### src/rtl/gearbox_input_arbiter.sv
// Round-robin, burst-granular arbiter feeding the 16-bit write side of the 16->20 gearbox.
// One holding register drives gb_shift_in/gb_data_in; words are never offered while it cannot drain.
module gearbox_input_arbiter #(
   parameter int unsigned N_REQ     = 4,
   parameter int unsigned MAX_BURST = 8
) (
   input  logic                 clk_400MHz,
   input  logic                 res_n,
   input  logic [N_REQ-1:0]     req_valid,
   input  logic [N_REQ-1:0]     req_last,
   input  logic [16*N_REQ-1:0]  req_data,
   output logic [N_REQ-1:0]     req_ready,
   input  logic                 gb_full,
   output logic                 gb_shift_in,
   output logic [15:0]          gb_data_in,
   output logic                 busy,
   output logic [2:0]           grant_id
);

   typedef enum logic [0:0] {StIdle, StBurst} state_e;

   state_e      state_q, state_d;
   logic [2:0]  grant_q, grant_d;
   logic [7:0]  beat_q, beat_d;
   logic        hold_valid_q, hold_valid_d;
   logic [15:0] hold_data_q, hold_data_d;

   logic        slot_free;
   logic        accept;
   logic        burst_end;
   logic [2:0]  pick;
   logic [2:0]  cand;
   logic        pick_found;

   // Requester vectors padded to the 8-requester maximum so a 3-bit grant indexes them directly.
   logic [7:0]   valid_pad;
   logic [7:0]   last_pad;
   logic [7:0]   ready_pad;
   logic [127:0] data_pad;

   assign valid_pad = 8'(req_valid);
   assign last_pad  = 8'(req_last);
   assign data_pad  = 128'(req_data);

   // First valid requester searching upward from the last grant, wrapping at N_REQ.
   always_comb begin
      pick       = grant_q;
      pick_found = 1'b0;
      cand       = '0;
      for (int unsigned i = 1; i <= N_REQ; i++) begin
         cand = 3'((32'(grant_q) + i) % N_REQ);
         if (!pick_found && valid_pad[cand]) begin
            pick       = cand;
            pick_found = 1'b1;
         end
      end
   end

   // Load and drain may coincide, giving one word per cycle under no backpressure.
   assign slot_free = !hold_valid_q || !gb_full;
   assign accept    = (state_q == StBurst) && valid_pad[grant_q] && slot_free;
   assign burst_end = last_pad[grant_q] || (({1'b0, beat_q} + 9'd1) == 9'(MAX_BURST));

   always_comb begin
      state_d      = state_q;
      grant_d      = grant_q;
      beat_d       = beat_q;
      hold_valid_d = hold_valid_q;
      hold_data_d  = hold_data_q;
      ready_pad    = '0;

      unique case (state_q)
         StIdle: begin
            if (pick_found) begin
               grant_d = pick;
               beat_d  = '0;
               state_d = StBurst;
            end
         end
         StBurst: begin
            ready_pad[grant_q] = slot_free;
            if (accept) begin
               beat_d = beat_q + 8'd1;
               if (burst_end) begin
                  state_d = StIdle;
               end
            end
         end
         default: state_d = StIdle;
      endcase

      if (accept) begin
         hold_valid_d = 1'b1;
         hold_data_d  = data_pad[{grant_q, 4'b0000} +: 16];
      end else if (hold_valid_q && !gb_full) begin
         hold_valid_d = 1'b0;
      end
   end

   always_ff @(posedge clk_400MHz or negedge res_n) begin
      if (!res_n) begin
         state_q      <= StIdle;
         grant_q      <= 3'(N_REQ - 1);
         beat_q       <= '0;
         hold_valid_q <= 1'b0;
         hold_data_q  <= '0;
      end else begin
         state_q      <= state_d;
         grant_q      <= grant_d;
         beat_q       <= beat_d;
         hold_valid_q <= hold_valid_d;
         hold_data_q  <= hold_data_d;
      end
   end

   assign req_ready   = ready_pad[N_REQ-1:0];
   assign gb_shift_in = hold_valid_q;
   assign gb_data_in  = hold_data_q;
   assign busy        = (state_q == StBurst) || hold_valid_q;
   assign grant_id    = grant_q;

endmodule

### config.mk
export PLATFORM = sky130hd
export DESIGN_NAME = gearbox_input_arbiter
export DESIGN_NICKNAME = d
export VERILOG_FILES = /design/src/rtl/gearbox_input_arbiter.sv
export SDC_FILE = /design/constraint.sdc
export NUM_CORES = 1
export LEC_CHECK = 0
export CORE_AREA = 2 2 74 76
export CTS_CLUSTER_SIZE = 8
export DETAILED_ROUTE_END_ITERATION = 12
export DIE_AREA = 0 0 76 78
export MAX_ROUTING_LAYER = met4
export PLACE_DENSITY = 0.8
export SLEW_MARGIN = 20
export SYNTH_ARGS = -nofsm -noshare
export SYNTH_HDL_FRONTEND = slang
export SYNTH_SLANG_ARGS = --single-unit
### constraint.sdc
create_clock -name clk_400MHz -period 3 [get_ports clk_400MHz]
set_input_delay 0.45 -clock clk_400MHz [delete_from_list [all_inputs] [get_ports clk_400MHz]]
set_output_delay 0.45 -clock clk_400MHz [all_outputs]
set_load 0.05 [all_outputs]
==> qor.yml, run 1 <==
run_status:
  status: "completed"
synthesis:
  synth.distinct_cells: 40
  synth_cells: 170
  synth_fp_nets: 251
  ys_warn_count: 0
  ys_seq_area_frac: 0.3431
  synth_flop_cell: "dfrtp_1"
  synth_area_leaders: "dfrtp_1, mux4_2, mux2_4, ha_1, o21ai_0"
  yosys.area.top_type_share: 0.3175
  syn-cell-area_um2: 2049
  syn_avg_cell_area_um2: 12.06
  synth_edf_count: 0
  synth_area_leader_cell: "dfrtp_1"
  yosys-top-cells-count: "dfrtp_1, mux4_2, mux2_4"
  yosysMostFrequentCell: "dfrtp_1"
  synthArstFlopShare: 1.000
  synth_seq_cells: 28
global_routing:
  grt_pass1_wl_mm: 8.873
  grt_max_degree: 29
  grt_pass1_vias: 1840
  grt_overflow_total: 0
  track_usage: 0.1882
  antenna_found_initial: 0
final_layout:
  num_antenna_cells: 0
  fin_area_um2: 3107
  area_delta_synth_final_pct: 51.59
  drive_gt1_frac: 0.1985
  nets: 344
worst_setup_path:
  path_cells: "clkdlybuf4s50_1"
  required_ns: 2.55
  path_class: "flip-flop to primary output"
  start_kind: "flip-flop"
  worst-path-buf-inv: 1
  worst-path-max-fanout: 17
  r2r_slack_ns: 0.77
  crit_family: "buffers and inverters"
  cp.arrival_ns: 1.95
  crit_slowest_cell: "clkdlybuf4s50_1"
  critPathCaptureType: "primary output"
  critPathMaxStageDelay_ns: 0.88
sta:
  setup_ws_ns: 0.6047
  rsz0062_at_grt: "false"
  worstMarginPinSlew_ns: 0.5327
  fin_setup_tns_ns: 0
  hold_violations: 0
  clock_skew_ns: 0.001426
  setup_viol_count_final: 0
  maxSlewHeadroom: 0.6438
  period_needed_ns: 2.395
  fin_crit_sh: 0.7984
  fmaxAchievable_ghz: 0.4175
  slew_violations: 0
  worst_hold_slack_ns: 0.5060
floorplanning:
  dieHeight_um: 78
  boundaryPins: 100
  initial_utilization: 0.4065
  dieArea_um2: 5928
  rows: 26
  die_w_um: 76
  core_area_um2: 5042
clock_tree:
  cts-buffers-inserted: 3
  cts.sinks: 28
  cts_max_path_buffers: 2
  cts-root-buf: "clkbuf_8"
  tritoncts: "yes"
  postCtsSetupBuffers: 0
  cts-resized-gates: 0
  clkTransAtPathRegs_ns: 0.09
  cts_hold_buf: 0
  htreeDepth: 1
  clk_latency_ns: 0.27
place:
  dp_hpwl_mm: 4.066
  gp_congestion: 0.8312
  io_buffers: 98
  place_area_um2: 3035
  place_ws_ns: 0.5571
flow_run:
  maxCapViolCount: 0
drt:
  routed_wl_mm: 5.292
  first_iter_violations: 76
  drt-pass1-iter-count: 4
  vias: 1781
  antenna_left: 0
  avgRoutedWirePerCell_um: 15.94
  routed_via_density: 5.364
  drc: 0
worst_hold_path:
  hp-class: "flip-flop to flip-flop"
power_and_ir_drop:
  power.density_nw_per_um2: 1035
  ir_drop_uv: 666.6
  p_leak_nw: 1.261
-- layer usage --
metal  GRT usage  wire length, um  part of all wire  vias up
met5           -                0                 0        -
met4     0.04727               48            0.0091        0
met3     0.02791              323             0.061        4
met2      0.3259             2743              0.52       79
met1      0.2341             2177              0.41      869
li1            -                -                 -      829
-- placed cells by master (no fill, tap or decap), types with 2 or more instances in the layout --
| master | instances |
|---|---|
| a21oi_1 | 6 |
| and2_1 | 2 |
| nor4_1 | 2 |
| inv_1 | 5 |
| clkbuf_8 | 3 |
| mux4_2 | 19 |
| nand3b_1 | 2 |
| o21ai_1 | 2 |
| nand3_1 | 3 |
| nor2_1 | 7 |
| clkdlybuf4s50_1 | 94 |
| o21ai_0 | 12 |
| a211oi_1 | 2 |
| o31ai_1 | 4 |
| or2_2 | 2 |
| mux2i_1 | 3 |
| mux2_4 | 15 |
| ha_1 | 6 |
| nor3_1 | 3 |
| dfstp_2 | 2 |
| and3_1 | 5 |
| a31oi_1 | 3 |
| buf_4 | 7 |
| nand2_1 | 13 |
| dfrtp_1 | 26 |
-- layout make-up --
class	instances	area, um^2
clock buffers	3	41.29
clock inverters	1	30.03
fillers	427	1936
inverters	5	18.77
multi-input cells	124	1232
flip-flops and latches	28	703.2
well taps	70	87.58
repair buffers	101	993.5
-- path summary, 6_finish.rpt --
path	start	depth (start not counted)	endpoint
hold / removal	gb_data_in[0]	1	gb_data_in[0]
min in group asynchronous	res_n	2	gb_data_in[11]
setup reg to reg	grant_id[1]	5	beat_q[7]
hold reg to reg	gb_data_in[0]	1	gb_data_in[0]
max in group asynchronous	res_n	2	grant_id[0]
setup / recovery	grant_id[0]	1	grant_id[0]
-- flip-flops by register name, summed over array words and instances, names as in the netlist --
register     count
grant_id         2
gb_shift_in      1
beat_q           8
gb_data_in      16
state_q          1
-- stage by stage --
stage	power (mW)	std cells	util
floorplan	2.370	170	-
global placement	2.895	328	0.6020
detailed placement	2.936	328	0.6020
CTS	3.238	332	0.6161
global route	3.409	332	0.6161
finish	3.214	332	0.6161
-- kinds of logic after synthesis --
family / Yosys count / synth area share
simple gates: 42 / 0.1056
mux: 39 / 0.3443
compound gates: 34 / 0.1044
flops: 28 / 0.3431
buf+inv: 18 / 0.05556
fa+ha+maj: 6 / 0.03663
xor+xnor: 2 / 0.008549
other cells: 1 / 0.001830
-- report_power, final --
part	internal, mW	switching (mW)
logic	1.02	1.15
registers	0.553	0.193
clock network	0.179	0.118
total	1.75	1.46
Note: power is estimated with default switching activity, not from simulation.
==> run 2: changes to the inputs <==
--- a/config.mk
+++ b/config.mk
@@ -5,12 +5,12 @@
 export SDC_FILE = /design/constraint.sdc
 export NUM_CORES = 1
 export LEC_CHECK = 0
-export CORE_AREA = 2 2 74 76
+export CORE_AREA = 2 2 78 80
 export CTS_CLUSTER_SIZE = 8
 export DETAILED_ROUTE_END_ITERATION = 12
-export DIE_AREA = 0 0 76 78
+export DIE_AREA = 0 0 80 82
 export MAX_ROUTING_LAYER = met4
-export PLACE_DENSITY = 0.8
+export PLACE_DENSITY = 0.75
 export SLEW_MARGIN = 20
 export SYNTH_ARGS = -nofsm -noshare
 export SYNTH_HDL_FRONTEND = slang
==> constraint.sdc (replaced) <==
create_clock -name clk_400MHz -period 2.1 [get_ports clk_400MHz]
set_input_delay 0.315 -clock clk_400MHz [delete_from_list [all_inputs] [get_ports clk_400MHz]]
set_output_delay 0.315 -clock clk_400MHz [all_outputs]
set_load 0.05 [all_outputs]
==> run 2 against run 1 <==
  * Highest routed layer unchanged
  * Sequential share of layout area fell by 1.3 points
  * Hold slack got worse by 0.098 ns
  * Cell area rose by 6.5%
  * Critical path depth rose by 2
  * Largest power group unchanged
  * Largest cell class unchanged
==> qor.yml, run 2 (synthesized netlist as in run 1, its figures left out) <==
clock_tree:
  tritoncts: "yes"
  cts_max_path_buffers: 2  # unchanged
  cts_hold_buf: 0  # unchanged
  clkTransAtPathRegs_ns: 0.10  # about the same
  cts-buffers-inserted: 3  # unchanged
  cts-root-buf: "clkbuf_8"
  clk_latency_ns: 0.28  # about the same
  cts.sinks: 28  # unchanged
  htreeDepth: 1  # unchanged
sta:
  rsz0062_at_grt: "false"
  slew_violations: 0  # unchanged
  hold_violations: 0  # unchanged
  setup_viol_count_final: 0  # unchanged
  fin_crit_sh: 0.9516
  worstMarginPinSlew_ns: 0.5198  # -0.01285 ns
  maxSlewHeadroom: 0.6524  # +0.008595
  fmaxAchievable_ghz: 0.5004
  clock_skew_ns: 0.0009654  # -0.0004610 ns
  fin_setup_tns_ns: 0  # unchanged
  period_needed_ns: 1.998
drt:
  first_iter_violations: 80  # +5.3%
  routed_wl_mm: 5.625  # +6.3%
  antenna_left: 0  # unchanged
  drc: 0  # unchanged
  vias: 1832  # +2.9%
  avgRoutedWirePerCell_um: 16.03  # +0.54%
  drt-pass1-iter-count: 4  # unchanged
  routed_via_density: 5.219  # -2.7%
power_and_ir_drop:
  power.density_nw_per_um2: 1506  # +46%
  ir_drop_uv: 954.5  # +43%
  p_leak_nw: 1.353  # +7.3%
global_routing:
  grt_max_degree: 29  # unchanged
  track_usage: 0.1759  # -0.01234
  grt_pass1_vias: 1864  # +1.3%
  antenna_found_initial: 0  # unchanged
  grt_pass1_wl_mm: 8.756  # -1.3%
  grt_overflow_total: 0  # unchanged
worst_setup_path:
  r2r_start: "grant_id[1]"
  start_kind: "flip-flop"
  path_class: "flip-flop to flip-flop"
  r2r_slack_ns: 0.10  # -0.67 ns
  r2r-end: "gb_data_in[4]"
  cp.arrival_ns: 2.17  # +0.22 ns
  worst-path-max-fanout: 12  # -5
  required_ns: 2.27  # -0.28 ns
  reg2reg_depth: 3  # -2
  critPathCaptureType: "flip-flop"
final_layout:
  largest_reg_flops: 16  # unchanged
  num_antenna_cells: 0  # unchanged
  fin_cells: 351  # +5.7%
  final_common_cell: "clkdlybuf4s50_1"
  area_delta_synth_final_pct: 61.48
  drive_gt1_frac: 0.2609  # +0.06240
  nets: 358  # +4.1%
  mostFrequentLayoutCells: "clkdlybuf4s50_1, dfrtp_1, mux4_2"
place:
  dp_hpwl_mm: 4.176  # +2.7%
  io_buffers: 98  # unchanged
  dp_cells: 344  # +4.9%
  gp_congestion: 0.8933  # +7.5%
floorplanning:
  rows: 28  # +7.7%
  dieHeight_um: 82  # +5.1%
  core_area_um2: 5746  # +14%
  initial_utilization: 0.3567  # -0.04974
  dieArea_um2: 6560  # +11%
  boundaryPins: 100  # unchanged
  die_w_um: 80  # +5.3%
run_status:
  status: "completed"
worst_hold_path:
  hp-class: "primary input to async pin"
flow_run:
  maxCapViolCount: 0  # unchanged
## run 2: changes by cell type in the layout (fill, tap and decap cells not counted), sizes merged
cell           delta
buf              +15
clkdlybuf4s50     -2
and3              +1
## run 2: report_power, final
group	total (mW)	leakage, nW	switching [mW]	internal, mW
Combinational	3.57	0.978	1.84	1.73
Clock	0.435	0.0357	0.179	0.256
Sequential	0.978	0.339	0.184	0.795
## run 2: metal layers
| layer | up-vias | GRT usage | wire, um |
|---|---|---|---|
| met5 | - | - | 0 |
| li1 | 855 | - | - |
| met4 | 0 | 0.05424 | 68 |
| met3 | 5 | 0.02747 | 294 |
| met1 | 909 | 0.2050 | 2220 |
| met2 | 63 | 0.3133 | 3041 |
## run 2: layout make-up
cell class	instances	area [um^2]
flip-flops and latches	28	706.9
clock inverters	1	30.03
well taps	75	93.84
inverters	5	23.77
repair buffers	114	1152
fillers	517	2436
multi-input cells	125	1261
clock buffers	3	41.29
## run 2: worst max path at each step
stage | start | endpoint | slack [ns] | cells after the start
2_1_floorplan | grant_id[0] | grant_id[1] | -0.03 | 8
3_3_place_gp | req_valid[3] | beat_q[6] | 0.05 | 6
4_1_cts | grant_id[1] | req_ready[3] | 0.03 | 4
3_5_place_dp | req_valid[3] | beat_q[6] | 0.005 | 6
5_1_grt | grant_id[1] | beat_q[6] | 0.01 | 6
6_report | grant_id[1] | gb_data_in[4] | 0.10 | 3
## run 2: through the flow
| stage | utilization | total power [mW] | hold WS (ns) | instance area [um^2] | worst slack [ns] |
|---|---|---|---|---|---|
| after floorplan | - | 3.525 | 0.01941 | 2105 | -0.03207 |
| after CTS | 0.5684 | 4.896 | 0.4277 | 3266 | 0.03283 |
| after global placement | 0.5560 | 4.397 | 0.4749 | 3194 | 0.04753 |
| after global routing | 0.5760 | 5.274 | 0.4367 | 3309 | 0.01452 |
| final | 0.5760 | 4.984 | 0.4077 | 3309 | 0.1017 |
| after detailed placement | 0.5560 | 4.452 | 0.4943 | 3194 | 0.005266 |
## run 2: timing repair
item | CTS | global route
setup endpoints to repair | 0 | 7
setup buffers | 0 | 2
gates resized for setup | 0 | 2
## run 2: critical path: stages (launching register included)
cell	delay [ns]
dfstp_4	0.66
mux4_2	0.55
and3_2	0.34
mux2_4	0.34
==> run 3: changes to the inputs <==
--- a/config.mk
+++ b/config.mk
@@ -11,6 +11,7 @@
 export DIE_AREA = 0 0 80 82
 export MAX_ROUTING_LAYER = met4
 export PLACE_DENSITY = 0.75
+export SKIP_LAST_GASP = 1
 export SLEW_MARGIN = 20
 export SYNTH_ARGS = -nofsm -noshare
 export SYNTH_HDL_FRONTEND = slang
==> results of run 3 <==
No change in the layout: final DEF, timing and power equal those of run 2.
